### src/rtl/chan_pkg.sv
// Shared types, default thresholds and widths for the Gilbert-Elliott bit channel scheduler.
package chan_pkg;

  localparam int RAND_W   = 7;
  localparam int BURST_W  = 8;
  localparam int STAT_W   = 16;
  localparam int RAND_MAX = (1 << RAND_W) - 1;

  localparam int G2B_THR_DEF      = 97;
  localparam int B2G_THR_DEF      = 75;
  localparam int ERR_THR_GOOD_DEF = 21;
  localparam int ERR_THR_BAD_DEF  = 9;

  typedef enum logic [1:0] {
    ST_IDLE = 2'd0,
    ST_DRAW = 2'd1,
    ST_OUT  = 2'd2
  } fsm_e;

  typedef enum logic {
    CH_GOOD = 1'b0,
    CH_BAD  = 1'b1
  } chan_e;

  // A zero threshold always hits and an out-of-range threshold never does, for both rule forms.
  function automatic logic thr_ge(input logic [RAND_W-1:0] v, input int thr);
    if (thr == 0) return 1'b1;
    if (thr > RAND_MAX) return 1'b0;
    return int'({{(32-RAND_W){1'b0}}, v}) >= thr;
  endfunction

  function automatic logic thr_lt(input logic [RAND_W-1:0] v, input int thr);
    if (thr == 0) return 1'b1;
    if (thr > RAND_MAX) return 1'b0;
    return int'({{(32-RAND_W){1'b0}}, v}) < thr;
  endfunction

endpackage

### src/rtl/chan_stats.sv
// Saturating symbol and error counters with a synchronous clear that overrides counting.
module chan_stats
  import chan_pkg::*;
(
  input  logic              clk_i,
  input  logic              reset_i,
  input  logic              clr_i,
  input  logic              inc_i,
  input  logic              err_i,
  output logic [STAT_W-1:0] sym_count_o,
  output logic [STAT_W-1:0] err_count_o
);

  logic [STAT_W-1:0] sym_q, err_q;

  always_ff @(posedge clk_i) begin
    if (reset_i || clr_i) begin
      sym_q <= '0;
      err_q <= '0;
    end else if (inc_i) begin
      if (!(&sym_q)) sym_q <= sym_q + STAT_W'(1);
      if (err_i && !(&err_q)) err_q <= err_q + STAT_W'(1);
    end
  end

  assign sym_count_o = sym_q;
  assign err_count_o = err_q;

endmodule

### src/rtl/channel_scheduler.sv
// Two-state burst-error channel applied to a bit stream, drawing randomness from an external source.
// Optional statistics counters are built when CHAN_STATS_EN is defined.
module channel_scheduler
  import chan_pkg::*;
#(
  parameter int G2B_THR      = G2B_THR_DEF,
  parameter int B2G_THR      = B2G_THR_DEF,
  parameter int ERR_THR_GOOD = ERR_THR_GOOD_DEF,
  parameter int ERR_THR_BAD  = ERR_THR_BAD_DEF
) (
  input  logic               clk_i,
  input  logic               reset_i,
  input  logic               chan_en_i,
  input  logic               in_valid_i,
  output logic               in_ready_o,
  input  logic               in_bit_i,
  output logic               rand_req_o,
  input  logic               rand_valid_i,
  input  logic [RAND_W-1:0]  rand_state_i,
  input  logic [RAND_W-1:0]  rand_err_i,
  output logic               out_valid_o,
  input  logic               out_ready_i,
  output logic               out_bit_o,
  output logic               out_err_o,
  output logic               chan_state_o,
  output logic [BURST_W-1:0] burst_len_o
`ifdef CHAN_STATS_EN
  ,
  input  logic               stats_clr_i,
  output logic [STAT_W-1:0]  sym_count_o,
  output logic [STAT_W-1:0]  err_count_o
`endif
);

  fsm_e               state_q;
  chan_e              chan_q, chan_d;
  logic               bit_q;
  logic               in_ready_q, rand_req_q, out_valid_q, out_bit_q, out_err_q;
  logic [BURST_W-1:0] burst_q, burst_d;
  logic               err_d;
  logic               out_hs;

  assign out_hs = out_valid_q & out_ready_i;

  // Flip rule uses the state before this draw's transition.
  always_comb begin
    err_d = chan_en_i & ((chan_q == CH_BAD) ? thr_ge(rand_err_i, ERR_THR_BAD)
                                            : thr_lt(rand_err_i, ERR_THR_GOOD));
    chan_d = chan_q;
    if (chan_en_i) begin
      if (chan_q == CH_GOOD && thr_ge(rand_state_i, G2B_THR))     chan_d = CH_BAD;
      else if (chan_q == CH_BAD && thr_ge(rand_state_i, B2G_THR)) chan_d = CH_GOOD;
    end
    burst_d = '0;
    if (out_err_q) burst_d = (&burst_q) ? burst_q : burst_q + BURST_W'(1);
  end

  always_ff @(posedge clk_i) begin
    if (reset_i) begin
      state_q     <= ST_IDLE;
      chan_q      <= CH_GOOD;
      bit_q       <= 1'b0;
      burst_q     <= '0;
      in_ready_q  <= 1'b1;
      rand_req_q  <= 1'b0;
      out_valid_q <= 1'b0;
      out_bit_q   <= 1'b0;
      out_err_q   <= 1'b0;
    end else begin
      case (state_q)
        ST_IDLE: if (in_valid_i) begin
          bit_q      <= in_bit_i;
          in_ready_q <= 1'b0;
          rand_req_q <= 1'b1;
          state_q    <= ST_DRAW;
        end
        ST_DRAW: if (rand_valid_i) begin
          out_err_q   <= err_d;
          out_bit_q   <= bit_q ^ err_d;
          chan_q      <= chan_d;
          rand_req_q  <= 1'b0;
          out_valid_q <= 1'b1;
          state_q     <= ST_OUT;
        end
        ST_OUT: if (out_ready_i) begin
          burst_q     <= burst_d;
          out_valid_q <= 1'b0;
          in_ready_q  <= 1'b1;
          state_q     <= ST_IDLE;
        end
        default: begin
          state_q     <= ST_IDLE;
          in_ready_q  <= 1'b1;
          rand_req_q  <= 1'b0;
          out_valid_q <= 1'b0;
        end
      endcase
    end
  end

  assign in_ready_o   = in_ready_q;
  assign rand_req_o   = rand_req_q;
  assign out_valid_o  = out_valid_q;
  assign out_bit_o    = out_bit_q;
  assign out_err_o    = out_err_q;
  assign chan_state_o = chan_q;
  assign burst_len_o  = burst_q;

`ifdef CHAN_STATS_EN
  chan_stats u_stats (
    .clk_i       (clk_i),
    .reset_i     (reset_i),
    .clr_i       (stats_clr_i),
    .inc_i       (out_hs),
    .err_i       (out_err_q),
    .sym_count_o (sym_count_o),
    .err_count_o (err_count_o)
  );
`else
  logic unused_hs;
  assign unused_hs = out_hs;
`endif

endmodule

### config.mk
export PLATFORM = sky130hd
export DESIGN_NAME = channel_scheduler
export DESIGN_NICKNAME = d
export VERILOG_FILES = /design/src/rtl/chan_pkg.sv /design/src/rtl/chan_stats.sv /design/src/rtl/channel_scheduler.sv
export SDC_FILE = /design/constraint.sdc
export NUM_CORES = 1
export LEC_CHECK = 0
export ABC_AREA = 1
export CAP_MARGIN = 5
export CORE_AREA = 3 3 50 52
export DETAILED_ROUTE_END_ITERATION = 8
export DIE_AREA = 0 0 53 55
export GPL_TIMING_DRIVEN = 0
export PLACE_DENSITY = 0.85
export REMOVE_ABC_BUFFERS = 1
export SLEW_MARGIN = 40
export SYNTH_ARGS = -nofsm -noshare
export SYNTH_HDL_FRONTEND = slang
export SYNTH_SLANG_ARGS = --single-unit
### constraint.sdc
create_clock -name clk_i -period 3.53 [get_ports clk_i]
set_input_delay 0.5295 -clock clk_i [delete_from_list [all_inputs] [get_ports clk_i]]
set_output_delay 0.5295 -clock clk_i [all_outputs]
set_load 0.03 [all_outputs]
# --- Yosys cells after proc, flatten, opt, wreduce, memory -nomap -nowiden ---
# Index checks and enable logic that the tools add are counted.
word_totals:
  regBits: 17
  inputBits: 21
  out_inout_bits: 14
  wordCells: 57
classes:
  addsub: 1
  order_cmp: 4
  n_eq_ne: 6
  mux: 18
  bitwise_logic: 6
  reduce_logical: 13
ops:
  columns: ["op", "count"]
  rows:
  - ["$mux 8", 2]
  - ["$reduce_and 3->1", 5]
  - ["$ge 7x7->1 const B", 2]
  - ["$mux 1", 9]
  - ["$pmux 1 s3", 3]
  - ["$add 8x1->8 const B", 1]
  - ["$ne 2x2->1 const B", 4]
  - ["$reduce_and 8->1", 1]
  - ["$ge 7x4->1 const B", 1]
  - ["$lt 7x5->1 const B", 1]
  - ["$mux 2", 3]
  - ["$pmux 2 s3", 1]
  - ["$not 1->1", 4]
  - ["$reduce_and 2->1", 2]
  - ["$reduce_and 4->1", 1]
  - ["$eq 2x1->1 const B", 1]
  - ["$eq 2x2->1 const B", 1]
  - ["$logic_and 1x1->1", 2]
  - ["$logic_not 2->1", 1]
  - ["$reduce_bool 2->1", 1]
  - ["$and 1x1->1", 1]
  - ["$xor 1x1->1", 1]

# --- Depth between registers and ports, before layout ---
# Gate-level depths: netlist (run 1).
depth:
  word_depth: 4
  ltp_mapped: 9
  ltp_nobuf: 9

# --- Worst setup path after synthesis (run 1) ---
# No wires, ideal clock.
synth_path:
  path_type: "register -> register"
  from: "register burst_q[1], in the netlist burst_len_o[1]"
  to: "register burst_q[3], in the netlist burst_len_o[3]"
  setup_time_ps: 128
  arrival_ps: 1414
  required_ps: 3402
  slack_ps: 1989
  stages_incl_launch_ff: 9
  path_buffers: 0
  synth_period_minus_slack_ps: 1541
  path_cell_list: "dfxtp_1 -> ha_1 -> inv_1 -> nor2_2 -> nand3_2 -> nand2_4 -> nor2_1 -> a21oi_1 -> nor2_1"
synth_via:
  elab_chain_cells: 3
  word_cells_on_any_way: 6
  classes_between: "add/sub: 1; eq/ne: 1; mux: 2; reduce/logical: 2"
synth_lines:
  columns: ["item", "line_no", "text"]
  rows:
  - ["start: declaration", "channel_scheduler.sv:39", "logic [BURST_W-1:0] burst_q, burst_d;"]
  - ["start signal: assignment", "channel_scheduler.sv:86", "burst_q <= burst_d;"]
  - ["$add 8x1->8 / $reduce_and 8->1 (equally long branches)", "channel_scheduler.sv:55", "if (out_err_q) burst_d = (&burst_q) ? burst_q : burst_q + BURST_W'(1);"]
  - ["$mux 8 / $ne 2x2->1 (equally long branches)", null, null]
  - ["$mux 8 / $reduce_and 3->1 (equally long branches)", null, null]
# Several ways; a longest one is shown, not always the timed one. The select of a mux whose other input is x is not followed.
# A chain may end at the register's enable or synchronous reset.

# --- Worst setup path in the final report (run 1) ---
layout_path:
  from: "register out_err_q, in the netlist out_err_o"
  to: "output out_err_o"
layout_lines:
  columns: ["item", "line_no", "text"]
  rows:
  - ["start: declaration", "channel_scheduler.sv:38", "logic in_ready_q, rand_req_q, out_valid_q, out_bit_q, out_err_q;"]
  - ["start signal: assignment", "channel_scheduler.sv:78", "out_err_q <= err_d;"]
  - ["end: declaration", "channel_scheduler.sv:24", "output logic out_err_o,"]
# No word-level cell between the ends.

==> results of run 1 <==
logic make-up after synthesis:
family                   count (synthesis)  share of synthesized area [%]
AO/OA/AOI/OAI                           22                          11.78
adder cells (fa/ha/maj)                  1                          1.280
buffers and inverters                   28                          11.01
flip-flops                              17                          34.83
AND/OR/NAND/NOR                         90                          41.10
through the flow:
stage,area [um^2],std cells,util (%)
2_1_floorplan,973.4,157,-
3_3_place_gp,1349,219,62.78
3_5_place_dp,1349,219,62.78
4_1_cts,1376,223,64.07
5_1_grt,1376,223,64.07
6_report,1376,223,64.07
Yosys cell counts (all sizes together), types with 2 or more instances:
master and count:
nand2 43, o21ai 5, nand3 12, inv 27, dfxtp 17, nor3 4
a21oi 15, o211ai 2, nor2 26, nand4 3
final timing paths:
path / startpoint / to / slack [ns]
hold / removal: rand_req_o / rand_req_o / 0.48
setup / recovery: out_err_o / out_err_o / 1.46
hold reg to reg: rand_req_o / rand_req_o / 0.48
setup reg to reg: burst_len_o[0] / burst_len_o[3] / 2.07
layout make-up:
type / count / area share (%)
well taps: 28 / 2.545
clock inverters: 1 / 0.3636
flip-flops and latches: 17 / 24.73
inverters: 27 / 7.545
repair buffers: 34 / 24.73
clock buffers: 3 / 1.636
multi-input cells: 113 / 38.45
power groups by stage:
stage / clock [mW] / sequential, mW / combinational (mW)
2_1_floorplan: 0 / 0.214 / 0.0272
3_3_place_gp: 0 / 0.207 / 0.0718
3_5_place_dp: 0 / 0.207 / 0.0741
4_1_cts: 0.110 / 0.203 / 0.0744
5_1_grt: 0.120 / 0.203 / 0.0810
6_report: 0.106 / 0.203 / 0.0737
sequential cells by signal (all words and copies together), names as in the netlist:
signal,count
state_q,2
out_bit_o,1
bit_q,1
out_valid_o,1
burst_len_o,8
chan_state_o,1
rand_req_o,1
out_err_o,1
in_ready_o,1
layer usage:
layer | wire length [um] | vias to the layer above | track usage (%)
met2 | 1193 | 28 | 30.37
met4 | 61 | 0 | 8.936
li1 | - | 575 | -
met1 | 998 | 479 | 18.51
met3 | 121 | 7 | 3.753
met5 | 0 | - | 0
layout by cell type (no fill, tap or decap):
master	instances
sky130_fd_sc_hd__a21oi_1	15
sky130_fd_sc_hd__clkbuf_4	3
sky130_fd_sc_hd__clkdlybuf4s50_1	34
sky130_fd_sc_hd__clkinv_2	1
sky130_fd_sc_hd__dfxtp_1	17
sky130_fd_sc_hd__ha_1	1
sky130_fd_sc_hd__inv_1	26
sky130_fd_sc_hd__inv_4	1
sky130_fd_sc_hd__nand2_1	41
sky130_fd_sc_hd__nand2_2	1
sky130_fd_sc_hd__nand2_4	1
sky130_fd_sc_hd__nand3_1	11
sky130_fd_sc_hd__nand3_2	1
sky130_fd_sc_hd__nand3b_1	1
sky130_fd_sc_hd__nand4_1	3
sky130_fd_sc_hd__nor2_1	22
sky130_fd_sc_hd__nor2_2	3
sky130_fd_sc_hd__nor2_4	1
sky130_fd_sc_hd__nor2b_1	1
sky130_fd_sc_hd__nor3_1	4
sky130_fd_sc_hd__o211ai_1	2
sky130_fd_sc_hd__o21ai_0	5
==> results list, run 1 <==
* Run status: completed
* WP data arrival: ~1.5 ns
- Net switching is a little over a quarter of the power.
- After synthesis the netlist holds a flip-flop and latch count of 17.
- Pins over their slew limit: 0
* Post-route clock skew: 0.002656 ns
- TritonCTS Buffers: 3
- Post-layout minimum cycle time: 2.067 ns
- STA classifies the critical path endpoint as a primary output.
- Clock tree from TritonCTS: built
- Summing the sequential cell areas from Yosys gives around a third of the chip area.
- Averaged over all synthesized cells, the footprint is 6.185 um^2.
* Global router's overall resource usage: 16.86%
- Filler cell count: between 200 and 250
- Pre-CTS worst setup slack: approximately 1.7 ns
* Core Region: 2148 um^2
- Gate family responsible for the most delay along the worst path: buffers and inverters
* Number of warnings printed during yosys synthesis: 0
* Hold path cells: 2
* Final HPWL DP: around 1.9 mm
* CP bufs+invs: 1
- Summed over all cells, the static leakage comes to around 0.56 nW.
* CP Max Fanout: 8
- IR analysis of the VDD net gives a maximum drop of approximately 180 uV.
- Number of DRC violations after detailed-routing iteration 0: 14
- GR Overflow Total: 0
* Critical path cell sequence: clkdlybuf4s50_1
- Ant. Diodes: 0
* Number of gates given a new drive strength after cts: 0
- The first global-routing pass estimated roughly 3.6 mm of wire.
- Post-layout total power: between 0.3 and 0.4 mW
- Number of clock sinks: 17
* Fraction of power consumed by the clock network: about 28%
- Synthesized netlist cell count: 158
* Share of post-route cells with drive strength above 1: 6.154%
- Worst Setup Path Type: reg -> out
- Number of global-route vias before repair: 901
- Dividing the detail-routed via count by the number of cells gives around 4.9.
- In this run the count of I/O pins placed on the die edge is 35.
- Clock latency reported for the late side of the worst-skew pair: 0.30 ns
- Among all flip-flop cells after synthesis, the most frequent one is sky130_fd_sc_hd__dfxtp_1.
- Setup violations remaining at the end of the flow were counted as 0.
* Buffer levels on the longest clock path: 2
- Nets: between 200 and 250
- Max-cap violations in this run came to 0.
- Die Y: around 55 um
* Crit path setup slack, layout: approximately 1.5 ns
- Setup repair after global routing left no endpoint under its margin.
- Derived from the worst setup path, the maximum achievable clock frequency is 483.9 MHz.
* Combined area of the multi-input logic cells: ~530 um^2
* Postcts setup bufs: 0
* Critical Path RT: approximately 3 ns
* Total power divided by cell area: around 280 nW/um^2
* Post-route fraction of the period consumed by the critical path: 58.54%
- Final weighted congestion in routability-driven placement: 0.8020
* Starting Density: a little under half
- Area growth syn-to-layout: 40.85%
* Number of iterations in the first detailed-routing pass: 4
- Die span in x: around 53 um
* Setup TNS after final layout: 0 ns
* Sequential share of power: a little over half
- Largest area contributor in the netlist: sky130_fd_sc_hd__dfxtp_1
* Area share of the largest cell type after synthesis: 34.83%
* Quantity of hold-fixing buffers added after cts: 0
- For the pin with the worst max-slew slack, the measured transition is between 0.3 and 0.4 ns.
- The floorplan step defined a die boundary enclosing between 2000 and 3000 um^2.
* Stages on worst setup path: 1
- Final Routed Wirelength: about 2.4 mm
- Yosys mapped a number of flops with a built-in enable equal to 0.
- Placement row count: 17
- Sorting the synthesized cells by area gives the leading types as sky130_fd_sc_hd__dfxtp_1 (35%), sky130_fd_sc_hd__nand2_1 (16%), sky130_fd_sc_hd__inv_1 (10%).
* Count of port buffers added during placement: 34
* Fraction of registers with async set or reset after synthesis: 0%
- Remaining antenna violation count: 0
- On the worst path, the slowest cell contributes a delay of roughly 0.74 ns.
- Total standard cell area after synthesis: between 900 and 1000 um^2
- In this run the power spent charging and discharging nets is 0.1052 mW.
- Headroom to the max-slew limit came out at between 70% and 80%.
- Internal power consumption: ~0.28 mW
* Slowest library cell on the worst path: sky130_fd_sc_hd__clkdlybuf4s50_1
- # DRC: 0
- Mean routed wirelength per cell: about 11 um
* Hold crit path type: reg -> reg
- The share of total power dissipated in combinational logic is between 10% and 20%.
- Distinct cell type count of the synthesized netlist: 20
- Clock transition at the registers of the reported paths: around 0.1 ns
- Type of element launching the critical path: register
* CTS HTree Levels: 1
- Clock root buffer: sky130_fd_sc_hd__clkbuf_4
- The number of hold violations in the final report came to 0.
- Maximum number of pins on one net before global-route repair: 11
* Logic depth of the worst register-to-register path: 8
- Sequential cell area: 340.3 um^2
* Via Count: around 1100
- Initial antenna violation count: 0
* Worst hold margin: between 0.4 and 0.5 ns
Power figures use the tool's default switching activity.
==> run 2: changes to the inputs <==
--- a/config.mk
+++ b/config.mk
@@ -7,11 +7,11 @@
 export LEC_CHECK = 0
 export ABC_AREA = 1
 export CAP_MARGIN = 5
-export CORE_AREA = 3 3 50 52
+export CORE_AREA = 3 3 55 57
 export DETAILED_ROUTE_END_ITERATION = 8
-export DIE_AREA = 0 0 53 55
+export DIE_AREA = 0 0 58 60
 export GPL_TIMING_DRIVEN = 0
-export PLACE_DENSITY = 0.85
+export PLACE_DENSITY = 0.75
 export REMOVE_ABC_BUFFERS = 1
 export SLEW_MARGIN = 40
 export SYNTH_ARGS = -nofsm -noshare
==> constraint.sdc (replaced) <==
create_clock -name clk_i -period 1.9 [get_ports clk_i]
set_input_delay 0.285 -clock clk_i [delete_from_list [all_inputs] [get_ports clk_i]]
set_output_delay 0.285 -clock clk_i [all_outputs]
set_load 0.03 [all_outputs]
==> results list, run 2 (synthesized netlist as in run 1, its figures left out) <==
- Total power divided by cell area: just over 500 nW/um^2
- Count of maximum capacitance violations: 0
- In this run the number of H-tree levels came out at 1.
- For the pin with the worst max-slew slack, the measured transition is between 0.3 and 0.4 ns.
- Core Region: 2522 um^2
* Global router's overall resource usage: 14.37%
* Post-layout minimum cycle time: ~1.8 ns
* Stages on worst setup path: 1
- Maximum number of pins on one net before global-route repair: 11
- The critical path is of the reg -> out type.
- Summed over all nets, wire length on met3 after detailed routing comes to between 100 and 150 um.
- The flow ran to the end, and the final reports show no timing, DRC or antenna violations.
- After detailed routing, the wire length on met1 is 1.032 mm.
* Most frequent cells in the layout: sky130_fd_sc_hd__nand2_1 (41), sky130_fd_sc_hd__clkdlybuf4s50_1 (34), sky130_fd_sc_hd__inv_1 (26)
- After detailed routing, the number of vias per cell comes to around 4.7.
- In the final layout, the share of cells above drive strength 1 is under 10%.
- The first global-routing pass estimated 3.864 mm of wire.
- The worst path uses 95.74% of the clock period.
- The cell sitting at the root of the clock tree is a sky130_fd_sc_hd__clkbuf_4.
* Net switching component of the power: roughly 0.19 mW
* Clock transition at the registers of the reported paths: around 0.10 ns
- The routed layout has ~1100 vias.
* Placed Area: between 1000 and 1500 um^2
- The clock net in this run drives a total of 17 sinks.
* Remaining antenna violation count: 0
* Internal power consumption: just over 0.5 mW
* Area growth syn-to-layout: 40.97%
- The final layout contains between 200 and 250 nets.
- The register with the most flip-flops in the layout has 8 of them.
- Buffers added to address setup during post-CTS repair amount to 0.
- Clock tree from TritonCTS: built
- Buffers inserted to repair hold after CTS numbered 0.
- The detailed router finished its first iteration with 20 violations.
- Die Footprint: about 3500 um^2
- Combinational logic is responsible for between 10% and 20% of the overall power.
- Type of element launching the critical path: register
* Final weighted congestion in routability-driven placement: between 0.7 and 0.8
* Final hold violation count: 0
* Final HPWL DP: around 1.8 mm
* Hold path cells: 2
- The library cell used most frequently in the layout, excluding fill and tap cells, is sky130_fd_sc_hd__nand2_1.
- CP Max Fanout: 8
- Broken down by cell family, the worst path's largest delay share belongs to buffers and inverters.
* Number of gates given a new drive strength after cts: 0
- Slowest library cell on the worst path: sky130_fd_sc_hd__clkdlybuf4s50_1
- Summed over all nets, wire length on met2 after detailed routing comes to between 1 and 1.5 mm.
- Setup repair after global routing left no endpoint under its margin.
* Fraction of power consumed by the clock network: roughly 28%
- Worst-case headroom to the max-slew limit: around 76%
- Summed over all layers, the routed wires come to about 2.3 mm.
* Buffer levels on the longest clock path: 2
- The clock reaches the later pin of the worst-skew pair after ~0.29 ns.
- The finished cells cover roughly 1400 um^2.
- Post-layout total power: around 0.71 mW
- WP data arrival: between 1.5 and 2 ns
- Global routing finished with a remaining overflow of 0.
* Sequential share of power: between 50% and 60%
- Pins over their slew limit: 0
- The floorplan step set the die width to 58 um.
- Across the routed clock network, the largest skew measured is approximately 0.0055 ns.
- Number of endpoints failing setup at the final stage: 0
- Counting both buffers and inverters, the worst setup path holds a total of 1.
- TritonCTS Buffers: 3
* Fraction of the core area covered by cells at the end of the flow: between 50 and 60%
- In this run the core area contains 18 standard-cell rows.
- The worst setup path is captured at a primary output.
- The count of buffers added on input and output ports is 34.
- Critical path cell sequence: clkdlybuf4s50_1
* Logic depth of the worst register-to-register path: 8
- The analysis attributes to cell leakage a power of ~0.56 nW.
- The worst hold path belongs to the class reg -> reg.
* Die Y: approximately 60 um
- # DRC: 0
- Ant. Diodes: 0
- The initial antenna violation count was 0.
* Highest metal layer used by the detailed router: met4
* Number of iterations in the first detailed-routing pass: 4
- Number of global-route vias before repair: 924
- After routing, the total negative slack on setup checks comes to 0 ns.
- Mean routed wirelength per cell: slightly above 10 um
- Switching power share of the total: between 20% and 30%
- VDD IR max: approximately 400 uV
- Number of top-level pins: 35
- Critical Path RT: around 1.6 ns
* Slowest Stage Delay on Critical Path: about 0.74 ns
- Once the floorplan was initialized, standard cells occupied 38.74% of the core.
- Worst hold margin: about 0.48 ns
* Peak Freq: about 550 MHz
## run 2: changes by cell type in the layout (fill, tap and decap cells not counted), sizes merged
cell	before	now
clkbuf	3	4
clkinv	1	0
## run 2: area by class of cell
class                      count  area [um^2]
tap                           30        37.54
timing repair buffer          34        340.3
multi-input combinational    113        529.3
clock buffer                   4        26.28
fill                         257         1145
sequential                    17        340.3
inverter                      27        103.9
## run 2: power groups by stage
stage	Sequential, mW	Clock (mW)	Combinational, mW
after floorplan	0.398	0	0.0505
after global placement	0.383	0	0.134
after global routing	0.378	0.222	0.151
after CTS	0.376	0.204	0.138
final	0.376	0.196	0.137
after detailed placement	0.384	0	0.137
## run 2: per-stage QoR
| step | setup WS (ns) | cells |
|---|---|---|
| 6_report | 0.08095 | 225 |
| 5_1_grt | 0.01023 | 225 |
| 4_1_cts | 0.08206 | 225 |
| 3_5_place_dp | 0.3046 | 221 |
| 3_3_place_gp | 0.3149 | 221 |
| 2_1_floorplan | 0.3725 | 157 |
## run 2: worst paths after layout
| path | from | endpoint | slack [ns] |
|---|---|---|---|
| worst max-delay path | out_err_o | out_err_o | 0.08 |
| worst min-delay path | rand_req_o | rand_req_o | 0.48 |
| worst max register to register | burst_len_o[0] | burst_len_o[4] | 0.46 |
| worst min register to register | rand_req_o | rand_req_o | 0.48 |
## run 2: routing by layer
layer | GRT usage (%) | up-vias
met1 | 16.60 | 455
met2 | 24.52 | 19
li1 | - | 572
met5 | 0 | -
met3 | 3.240 | 5
met4 | 7.947 | 0
==> run 3: changes to the inputs <==
--- a/config.mk
+++ b/config.mk
@@ -8,6 +8,7 @@
 export ABC_AREA = 1
 export CAP_MARGIN = 5
 export CORE_AREA = 3 3 55 57
+export CTS_CLUSTER_DIAMETER = 100
 export DETAILED_ROUTE_END_ITERATION = 8
 export DIE_AREA = 0 0 58 60
 export GPL_TIMING_DRIVEN = 0
==> results of run 3 <==
Final layout, timing and power as in run 2 (identical DEF).
